## config.mk

```make
export PLATFORM = sky130hd
export DESIGN_NAME = clock_set_ctrl
export DESIGN_NICKNAME = d
export VERILOG_FILES = /design/src/rtl/clock_pkg.sv /design/src/rtl/btn_debounce.sv /design/src/rtl/clock_set_ctrl.sv
export SDC_FILE = /design/constraint.sdc
export NUM_CORES = 1
export LEC_CHECK = 0
export CAP_MARGIN = 20
export CORE_ASPECT_RATIO = 0.7
export CORE_MARGIN = 3
export CORE_UTILIZATION = 40
export CTS_BUF_LIST = sky130_fd_sc_hd__clkbuf_8
export DETAILED_ROUTE_END_ITERATION = 7
export HOLD_SLACK_MARGIN = 0.1
export PLACE_DENSITY = 0.67
export SLEW_MARGIN = 40
export SYNTH_ARGS = -nofsm -noshare
export SYNTH_HDL_FRONTEND = slang
export SYNTH_SLANG_ARGS = --single-unit
```

## constraint.sdc

```tcl
create_clock -name clk_in -period 2.3 [get_ports clk_in]
set_input_delay 0.23 -clock clk_in [delete_from_list [all_inputs] [get_ports clk_in]]
set_output_delay 0.23 -clock clk_in [all_outputs]
set_load 0.02 [all_outputs]
```

## src/rtl/clock_pkg.sv

```systemverilog
// rtl/clock_pkg.sv - shared state encoding and counter widths for the clock set controller
package clock_pkg;

  typedef enum logic [1:0] {
    ST_RUN      = 2'd0,
    ST_SET_HOUR = 2'd1,
    ST_SET_MIN  = 2'd2
  } state_t;

  localparam int DEB_CNT_W     = 8;
  localparam int BLINK_CNT_W   = 8;
  localparam int TIMEOUT_CNT_W = 8;
  localparam int HOLD_CNT_W    = 8;

endpackage

```

## src/rtl/btn_debounce.sv

```systemverilog
// rtl/btn_debounce.sv - 2-FF synchronizer, stability counter and press-pulse generator
module btn_debounce
  import clock_pkg::*;
#(
  parameter int DEB_CYCLES = 16
) (
  input  logic clk_in,
  input  logic rst,
  input  logic btn,
  output logic level,
  output logic press
);

  localparam logic [DEB_CNT_W-1:0] DEB_LAST = DEB_CNT_W'(DEB_CYCLES - 1);

  logic                 sync1;
  logic                 sync2;
  logic [DEB_CNT_W-1:0] cnt;

  // cnt counts consecutive synchronized samples that disagree with the accepted level
  always_ff @(posedge clk_in or posedge rst) begin
    if (rst) begin
      sync1 <= 1'b0;
      sync2 <= 1'b0;
      cnt   <= '0;
      level <= 1'b0;
      press <= 1'b0;
    end else begin
      sync1 <= btn;
      sync2 <= sync1;
      press <= 1'b0;
      if (sync2 == level) begin
        cnt <= '0;
      end else if (cnt == DEB_LAST) begin
        cnt   <= '0;
        level <= sync2;
        press <= sync2;
      end else begin
        cnt <= cnt + 1'b1;
      end
    end
  end

endmodule

```

## src/rtl/clock_set_ctrl.sv

```systemverilog
// rtl/clock_set_ctrl.sv - set-mode FSM, strobes and blink for the digital clock
// Optional hold-to-repeat on UP is built when AUTO_REPEAT_EN is defined.
module clock_set_ctrl
  import clock_pkg::*;
#(
  parameter int DEB_CYCLES    = 16,
  parameter int BLINK_DIV     = 8,
  parameter int TIMEOUT_TICKS = 10
) (
  input  logic       clk_in,
  input  logic       rst,
  input  logic       btn_mode,
  input  logic       btn_up,
  input  logic       tick_1hz,
  output logic       run_en,
  output logic       inc_hour,
  output logic       inc_min,
  output logic       clr_sec,
  output logic       blank_hour,
  output logic       blank_min,
  output logic [1:0] mode
);

  localparam logic [BLINK_CNT_W-1:0]   BLINK_LAST = BLINK_CNT_W'(BLINK_DIV - 1);
  localparam logic [TIMEOUT_CNT_W-1:0] TO_LAST    = TIMEOUT_CNT_W'(TIMEOUT_TICKS - 1);

  logic mode_level, mode_press, up_level, up_press, up_evt;
  logic in_set, timeout, clr_n, inc_hour_n, inc_min_n, phase, phase_n;
  state_t                   state, state_n;
  logic [BLINK_CNT_W-1:0]   blink_cnt, blink_cnt_n;
  logic [TIMEOUT_CNT_W-1:0] tcnt, tcnt_n;
  logic                     unused_levels;

  btn_debounce #(.DEB_CYCLES(DEB_CYCLES)) u_deb_mode (
    .clk_in(clk_in), .rst(rst), .btn(btn_mode), .level(mode_level), .press(mode_press)
  );

  btn_debounce #(.DEB_CYCLES(DEB_CYCLES)) u_deb_up (
    .clk_in(clk_in), .rst(rst), .btn(btn_up), .level(up_level), .press(up_press)
  );

  assign in_set = (state != ST_RUN);
  assign mode   = state;

`ifdef AUTO_REPEAT_EN
  localparam logic [HOLD_CNT_W-1:0] HOLD_LAST  = HOLD_CNT_W'(4 * BLINK_DIV - 1);
  localparam logic [HOLD_CNT_W-1:0] REP_RELOAD = HOLD_CNT_W'(3 * BLINK_DIV);

  logic [HOLD_CNT_W-1:0] hold_cnt;
  logic                  rep_fire;

  // First repeat after 4*BLINK_DIV held cycles; the reload spaces later ones BLINK_DIV apart
  assign rep_fire      = in_set && up_level && (hold_cnt == HOLD_LAST);
  assign up_evt        = up_press | rep_fire;
  assign unused_levels = mode_level;

  always_ff @(posedge clk_in or posedge rst) begin
    if (rst)                                         hold_cnt <= '0;
    else if (!(in_set && up_level) || state_n != state) hold_cnt <= '0;
    else if (rep_fire)                               hold_cnt <= REP_RELOAD;
    else                                             hold_cnt <= hold_cnt + 1'b1;
  end
`else
  assign up_evt        = up_press;
  assign unused_levels = mode_level ^ up_level;
`endif

  always_comb begin
    state_n     = state;
    clr_n       = 1'b0;
    timeout     = in_set && tick_1hz && (tcnt == TO_LAST);
    // Timeout outranks a coincident mode press so both collapse into one return to RUN
    if (timeout) begin
      state_n = ST_RUN;
      clr_n   = 1'b1;
    end else if (mode_press) begin
      case (state)
        ST_RUN:      state_n = ST_SET_HOUR;
        ST_SET_HOUR: state_n = ST_SET_MIN;
        default: begin
          state_n = ST_RUN;
          clr_n   = 1'b1;
        end
      endcase
    end

    inc_hour_n = up_evt && (state == ST_SET_HOUR) && (state_n == ST_SET_HOUR);
    inc_min_n  = up_evt && (state == ST_SET_MIN) && (state_n == ST_SET_MIN);

    tcnt_n = tcnt;
    if (state_n != state || mode_press || up_evt) tcnt_n = '0;
    else if (in_set && tick_1hz)                  tcnt_n = tcnt + 1'b1;

    blink_cnt_n = blink_cnt + 1'b1;
    phase_n     = phase;
    if (state_n != state || state_n == ST_RUN) begin
      blink_cnt_n = '0;
      phase_n     = 1'b0;
    end else if (blink_cnt == BLINK_LAST) begin
      blink_cnt_n = '0;
      phase_n     = ~phase;
    end
  end

  always_ff @(posedge clk_in or posedge rst) begin
    if (rst) begin
      state      <= ST_RUN;
      tcnt       <= '0;
      blink_cnt  <= '0;
      phase      <= 1'b0;
      run_en     <= 1'b1;
      inc_hour   <= 1'b0;
      inc_min    <= 1'b0;
      clr_sec    <= 1'b0;
      blank_hour <= 1'b0;
      blank_min  <= 1'b0;
    end else begin
      state      <= state_n;
      tcnt       <= tcnt_n;
      blink_cnt  <= blink_cnt_n;
      phase      <= phase_n;
      run_en     <= (state_n == ST_RUN);
      inc_hour   <= inc_hour_n;
      inc_min    <= inc_min_n;
      clr_sec    <= clr_n;
      blank_hour <= (state_n == ST_SET_HOUR) && phase_n;
      blank_min  <= (state_n == ST_SET_MIN) && phase_n;
    end
  end

endmodule

```

# After elaboration in Yosys (flattened, before gate mapping)
# Cells that the tools add are included.
totals:
  ramBits: 0
  rom_bits: 0
  ff_bits: 49
  latch_bits: 0
  n_memories: 0
  inputBits: 5
op_classes:
  reduce_logical: 18
  addsub: 4
  eq_ne: 11
  n_lt_le_gt_ge: 0
  n_shift: 0
  div_mod_pow: 0
  mux: 20
  mul: 0
  bitwise: 3
ops:
  columns: ["operator", "n"]
  rows:
  - ["two-way mux 8 bit", 8]
  - ["adder 8 x 1 -> 8 bit (second input constant)", 4]
  - ["== test 8 x 4 -> 1 bit (second input constant)", 3]
  - ["two-way mux 1 bit", 9]
  - ["== test 8 x 3 -> 1 bit (second input constant)", 1]
  - ["logical AND 1 bit", 8]
  - ["== test 2 x 1 -> 1 bit (second input constant)", 2]
  - ["== test 2 bit (second input constant)", 2]
  - ["logical NOT 2 bit", 2]
  - ["two-way mux 2 bit", 2]
  - ["one-hot mux 2 bit (2 select lines)", 1]
  - ["AND reduction 2 bit", 2]
  - ["nonzero test 2 bit", 2]
  - ["logical OR 1 bit", 3]
  - ["NOT 1 bit", 3]
  - ["== test 1 bit", 2]
  - ["inequality test 2 bit", 1]
  - ["OR reduction 2 bit", 1]

# Longest topological paths before layout
depth:
  word_depth: 8
  mapped_depth: 6
  mapped_depth_nobuf: 5

# Cells and area by module
# A second synthesis with hierarchy kept.
unflattened:
  hier_cells: 199
  hier_area_um2: 2233.4
modules_own_cells:
  columns: ["mod", "n_inst", "seq_area_each_um2", "area_each_um2", "cells_per_inst"]
  rows:
  - ["clock_set_ctrl", 1, 626.9, 1209.9, 113]
  - ["btn_debounce", 2, 300.3, 511.7, 43]

# Worst setup path before layout
# Ideal clock, no wire load.
synth_timing:
  path_type: "reg2reg"
  start: "register tcnt[1]"
  end: "register blink_cnt[5]"
  t_required_ns: 2.131
  path_stages_with_launch: 7
  setup_ns: 0.169
  setup_slack_ns: 0.436
  arrival_ns: 1.695
  period_less_slack_ns: 1.864
  path_cell_list: "dfrtp_1 inv_1 ha_1 or3b_2 o31ai_2 buf_4 a211oi_1"
synth_via:
  elab_chain_cells: 6
  elab_cells_between_ends: 7
  classes_between: "eq/ne (2); mux (2); reduce/logical (3)"
synth_rtl:
  columns: ["item", "line", "text"]
  rows:
  - ["from (decl)", "clock_set_ctrl.sv:31", "logic [TIMEOUT_CNT_W-1:0] tcnt, tcnt_n;"]
  - ["from (signal assigned)", "clock_set_ctrl.sv:119", "tcnt <= tcnt_n;"]
  - ["== test 8 x 4 -> 1 bit (*)", "clock_set_ctrl.sv:71", "timeout = in_set && tick_1hz && (tcnt == TO_LAST);"]
  - ["logical AND 1 bit (*)", "clock_set_ctrl.sv:71", null]
  - ["two-way mux 2 bit (*)", "clock_set_ctrl.sv:73", "if (timeout) begin"]
  - ["inequality test 2 bit or logical NOT 2 bit (tied branches)", "clock_set_ctrl.sv:96", "if (state_n != state || state_n == ST_RUN) begin"]
  - ["logical OR 1 bit (*)", "clock_set_ctrl.sv:96", null]
  - ["two-way mux 8 bit (*)", "clock_set_ctrl.sv:96", null]
  - ["via blink_cnt_n[5]", "clock_set_ctrl.sv:30", "logic [BLINK_CNT_W-1:0] blink_cnt, blink_cnt_n;"]
  - ["to (signal assigned)", "clock_set_ctrl.sv:120", "blink_cnt <= blink_cnt_n;"]
  - ["to (decl)", "clock_set_ctrl.sv:30", null]
# The timed path passes the listed nets; every way through them passes the cells marked *.
# A chain may end at the register's enable or synchronous reset.

# Final worst setup path
layout_timing:
  start: "register blink_cnt[3]"
  end: "register blank_hour"
layout_via:
  elab_chain_cells: 4
layout_rtl:
  columns: ["item", "line", "text"]
  rows:
  - ["== test 8 x 3 -> 1 bit", "clock_set_ctrl.sv:99", "end else if (blink_cnt == BLINK_LAST) begin"]
  - ["two-way mux 1 bit", "clock_set_ctrl.sv:99", null]
  - ["two-way mux 1 bit", "clock_set_ctrl.sv:96", null]
  - ["logical AND 1 bit", "clock_set_ctrl.sv:126", "blank_hour <= (state_n == ST_SET_HOUR) && phase_n;"]
  - ["to (signal assigned)", "clock_set_ctrl.sv:126", null]
  - ["to (decl)", "clock_set_ctrl.sv:19", "output logic blank_hour,"]
# No other way between the ends.

==> results.cfg <==
[status]
outcome = complete, no violations

[sta]
relSlewSlack_pct = 51.83
layout_min_cycle_time_ps = 1825
fin_crit_sh_pct = 79.33
tightestPinTransition_ps = 713.2
setup-violations-final = 0
finalMaxSlewViolations = 0
hold_slack_ps = 271.5
timing_hold_violations_final = 0
fin_worst_skew_ps = 5.165
rsz_0062_raised_after_global_routing = no
fin_tns_setup_ps = 0
max_freq_ghz = 0.5480

[clock_tree]
hold_fix_buffers_at_cts = 0
cts-htree-levels = 2
cts-resized-gates = 0
clock_tree.root_cell = sky130_fd_sc_hd__clkbuf_8
numClockSinks = 49
clock_tree_from_tritoncts = built
clkSlewWorstSetupHoldPaths_ps = 90
clock_insertion_delay_worst_skew_ps = 300
cts_setup_buffers = 0
clockBufferDepth = 2
cts_made_buffers = 5

[yosys]
netlist-cell-type-count = 39
ys_async_sr_fraction_pct = 100.0
syn-cell-area_sq_mm = 0.002211
synth-xor-area-share_pct = 5.150
main_combinational_cell_family_by_area_after_synthesis = simple AND/OR/NAND/NOR gates
postSynthNetCount = 215
synth.top_cells.by_count = sky130_fd_sc_hd__dfrtp_1 (48), sky130_fd_sc_hd__nor2_1 (18), sky130_fd_sc_hd__or3_1 (14), sky130_fd_sc_hd__o21ai_0 (13), sky130_fd_sc_hd__a21oi_1 (12)
synth_top_area_share_pct = 54.33
synth.area.mux_share_pct = 1.924
ys_ff_latch = 49
syn_inst = 205
syn-mean-instance-area_sq_um = 10.78
yosysSeqAreaShare_pct = 55.52
yosys-top-cells-area = sky130_fd_sc_hd__dfrtp_1 (54%), sky130_fd_sc_hd__or3_1 (4.0%), sky130_fd_sc_hd__nor2_1 (3.1%)
synth_top_flop_cell = sky130_fd_sc_hd__dfrtp_1
post_synth_fa_ha_maj_area_fraction_pct = 2.830
yosysTopAreaCell = sky130_fd_sc_hd__dfrtp_1
synthSimpleGateAreaFrac_pct = 19.02
yosys_warnings = 0
synth_compound_area_share_pct = 13.02
number_of_synthesized_flops_with_an_enable_pin = 0
leading_cell_type_by_number_of_instances_after_synthesis = sky130_fd_sc_hd__dfrtp_1

[power]
internal_power_mw = 1.593
design_power_total_mw = 2.371
power_leakage_nw = 1.062
p_seq_share_pct = 49.5
net-switching-power_uw = 778.0
power_frac_clock_pct = 25.8
vdd_ir_max_mv = 0.2926
p_sw_share_pct = 32.82
comb_power_share_pct = 24.7
power-per-cell-area_mw_per_mm2 = 930.7

[global_route]
grt_pass1_vias = 1363
initial_antenna_violation_count = 0
grt_usage_pct = 12.70
grt_overflow = 0
grt_pass1_wl_um = 6320
pin_count_of_the_biggest_net_entering_global_routing = 26

[die]
initial_core_util_pct = 43.82
placeableCoreArea_sq_mm = 0.005045
die_area_sq_mm = 0.006469
floorplan.rows = 21
floorplan.io_pins = 13
die_w_um = 94.86
die-height_um = 68.20

[drt]
wl_um = 3553
drtAntennaViolNets = 0
post_drt_via_cell_ratio = 5.082
detail_route.first_pass.iterations = 4
drcViolationCount = 0
wl_per_cell_um = 12.09
routed-via-count = 1494
drt-initial-drc-count = 72

[finish]
layout-drive-gt1-share_pct = 12.00
n_antenna_cell = 0
finalInstanceArea_sq_mm = 0.002547
layout.nets = 234
fin_cells = 294
flow.area_growth_from_synthesis_pct = 15.22

[setup_path]
timing.reg2reg.setup_slack_ps = 480
worstSetupEndpointType = flop
worstPathArrival_ps = 2020
timing.rr.start = blink_cnt[3]$_DFF_PP0_
crit_path_max_fanout = 6
worst_setup_path_start_kind = flop
worstPathRequired_ps = 2500
path_class = flop to flop
worstSetupStartpoint = blink_cnt[3]$_DFF_PP0_

[place]
place_area_sq_mm = 0.002432
place.port_buffers = 12
globalplace.congestion = 0.8275
hpwlAfterDp_um = 2601
numPlacedInstances = 286

[hold_path]
hp-class = input port to asynchronous set/reset pin

[flow_run]
timing.max_cap.violations = 0
[logic make-up (layout without fill, tap and decap cells)]
logic type,count (synthesis),in the layout
buffers and inverters,14,34
adder cells (fa/ha/maj),5,5
multiplexers,4,4
flip-flops,49,49
AND/OR/NAND/NOR,78,78
AO/OA/AOI/OAI,42,42
XOR/XNOR,13,13
[worst max-delay path, cell delays in order, from the launching register on]
cell                        delay, ps
sky130_fd_sc_hd__dfrtp_1          450
sky130_fd_sc_hd__or3_4            400
sky130_fd_sc_hd__or4b_4           510
sky130_fd_sc_hd__a2111oi_2        360
[path summary, 6_finish.rpt]
check,cells past startpoint,end
worst max-delay path,3,blank_hour$_DFF_PP0_
min in group clk_in,0,u_deb_mode.sync2$_DFF_PP0_
max in group asynchronous,3,run_en$_DFF_PP1_
worst min register to register,0,u_deb_mode.sync2$_DFF_PP0_
worst min-delay path,2,u_deb_up.sync2$_DFF_PP0_
worst max register to register,3,blank_hour$_DFF_PP0_
[through the flow]
step                setup WS [ps]  util (%)
floorplan                   436.0         -
global placement            519.6     48.21
detailed placement          476.5     48.21
CTS                         457.1     50.50
finish                      475.3     50.50
global route                364.7     50.50
[cell usage in the layout (no fill, tap or decap), drive strengths merged, types with 2 or more instances in the layout]
master / Yosys / layout
mux2i: 2 / 2
buf: 2 / 5
nand3: 10 / 10
nor3b: 2 / 2
o31ai: 3 / 3
or2: 2 / 2
nand2b: 2 / 2
dfrtp: 48 / 48
a2111oi: 2 / 2
nand4: 4 / 4
nor2: 18 / 18
xor2: 7 / 7
nand2: 11 / 11
inv: 9 / 9
o41ai: 2 / 2
a21oi: 12 / 12
clkdlybuf4s50: 0 / 12
xnor2: 6 / 6
mux2: 2 / 2
a41o: 2 / 2
o21ai: 14 / 14
clkbuf: 3 / 5
a211oi: 4 / 4
o211ai: 2 / 2
or3: 15 / 15
or4b: 2 / 2
nor3: 6 / 6
ha: 5 / 5
nor4: 2 / 2
[registers in the layout, summed over array words and instances, names as in the netlist, 2 cells and up]
signal and flops:
u_deb_mode.cnt 8, mode 2, tcnt 8, blink_cnt 8, u_deb_up.cnt 8
[power by group through the flow]
stage                     Sequential (mW)  Combinational (mW)  Clock [mW]
after detailed placement             1.19               0.592           0
final                                1.17               0.586       0.611
after global routing                 1.21               0.669       0.673
after CTS                            1.18               0.596       0.635
after floorplan                      1.15               0.426           0
after global placement               1.19               0.571           0
[per-layer routing]
layer | vias up | share of wire (%) | track usage, % | wire, um
li1 | 779 | - | - | -
met1 | 688 | 56 | 19.64 | 1976
met2 | 22 | 39 | 16.86 | 1391
met3 | 5 | 4.5 | 4.066 | 160
met4 | 0 | 0.70 | 3.237 | 25
met5 | - | 0 | 0 | 0
[layout make-up]
class | count | area (sq um)
tap | 69 | 86.33
clock buffer | 5 | 68.82
clock inverter | 3 | 46.29
timing repair buffer | 17 | 157.7
fill | 470 | 2497
inverter | 9 | 33.78
sequential | 49 | 1227
multi-input combinational | 142 | 927.1
Note: power is estimated with default switching activity, not from simulation.
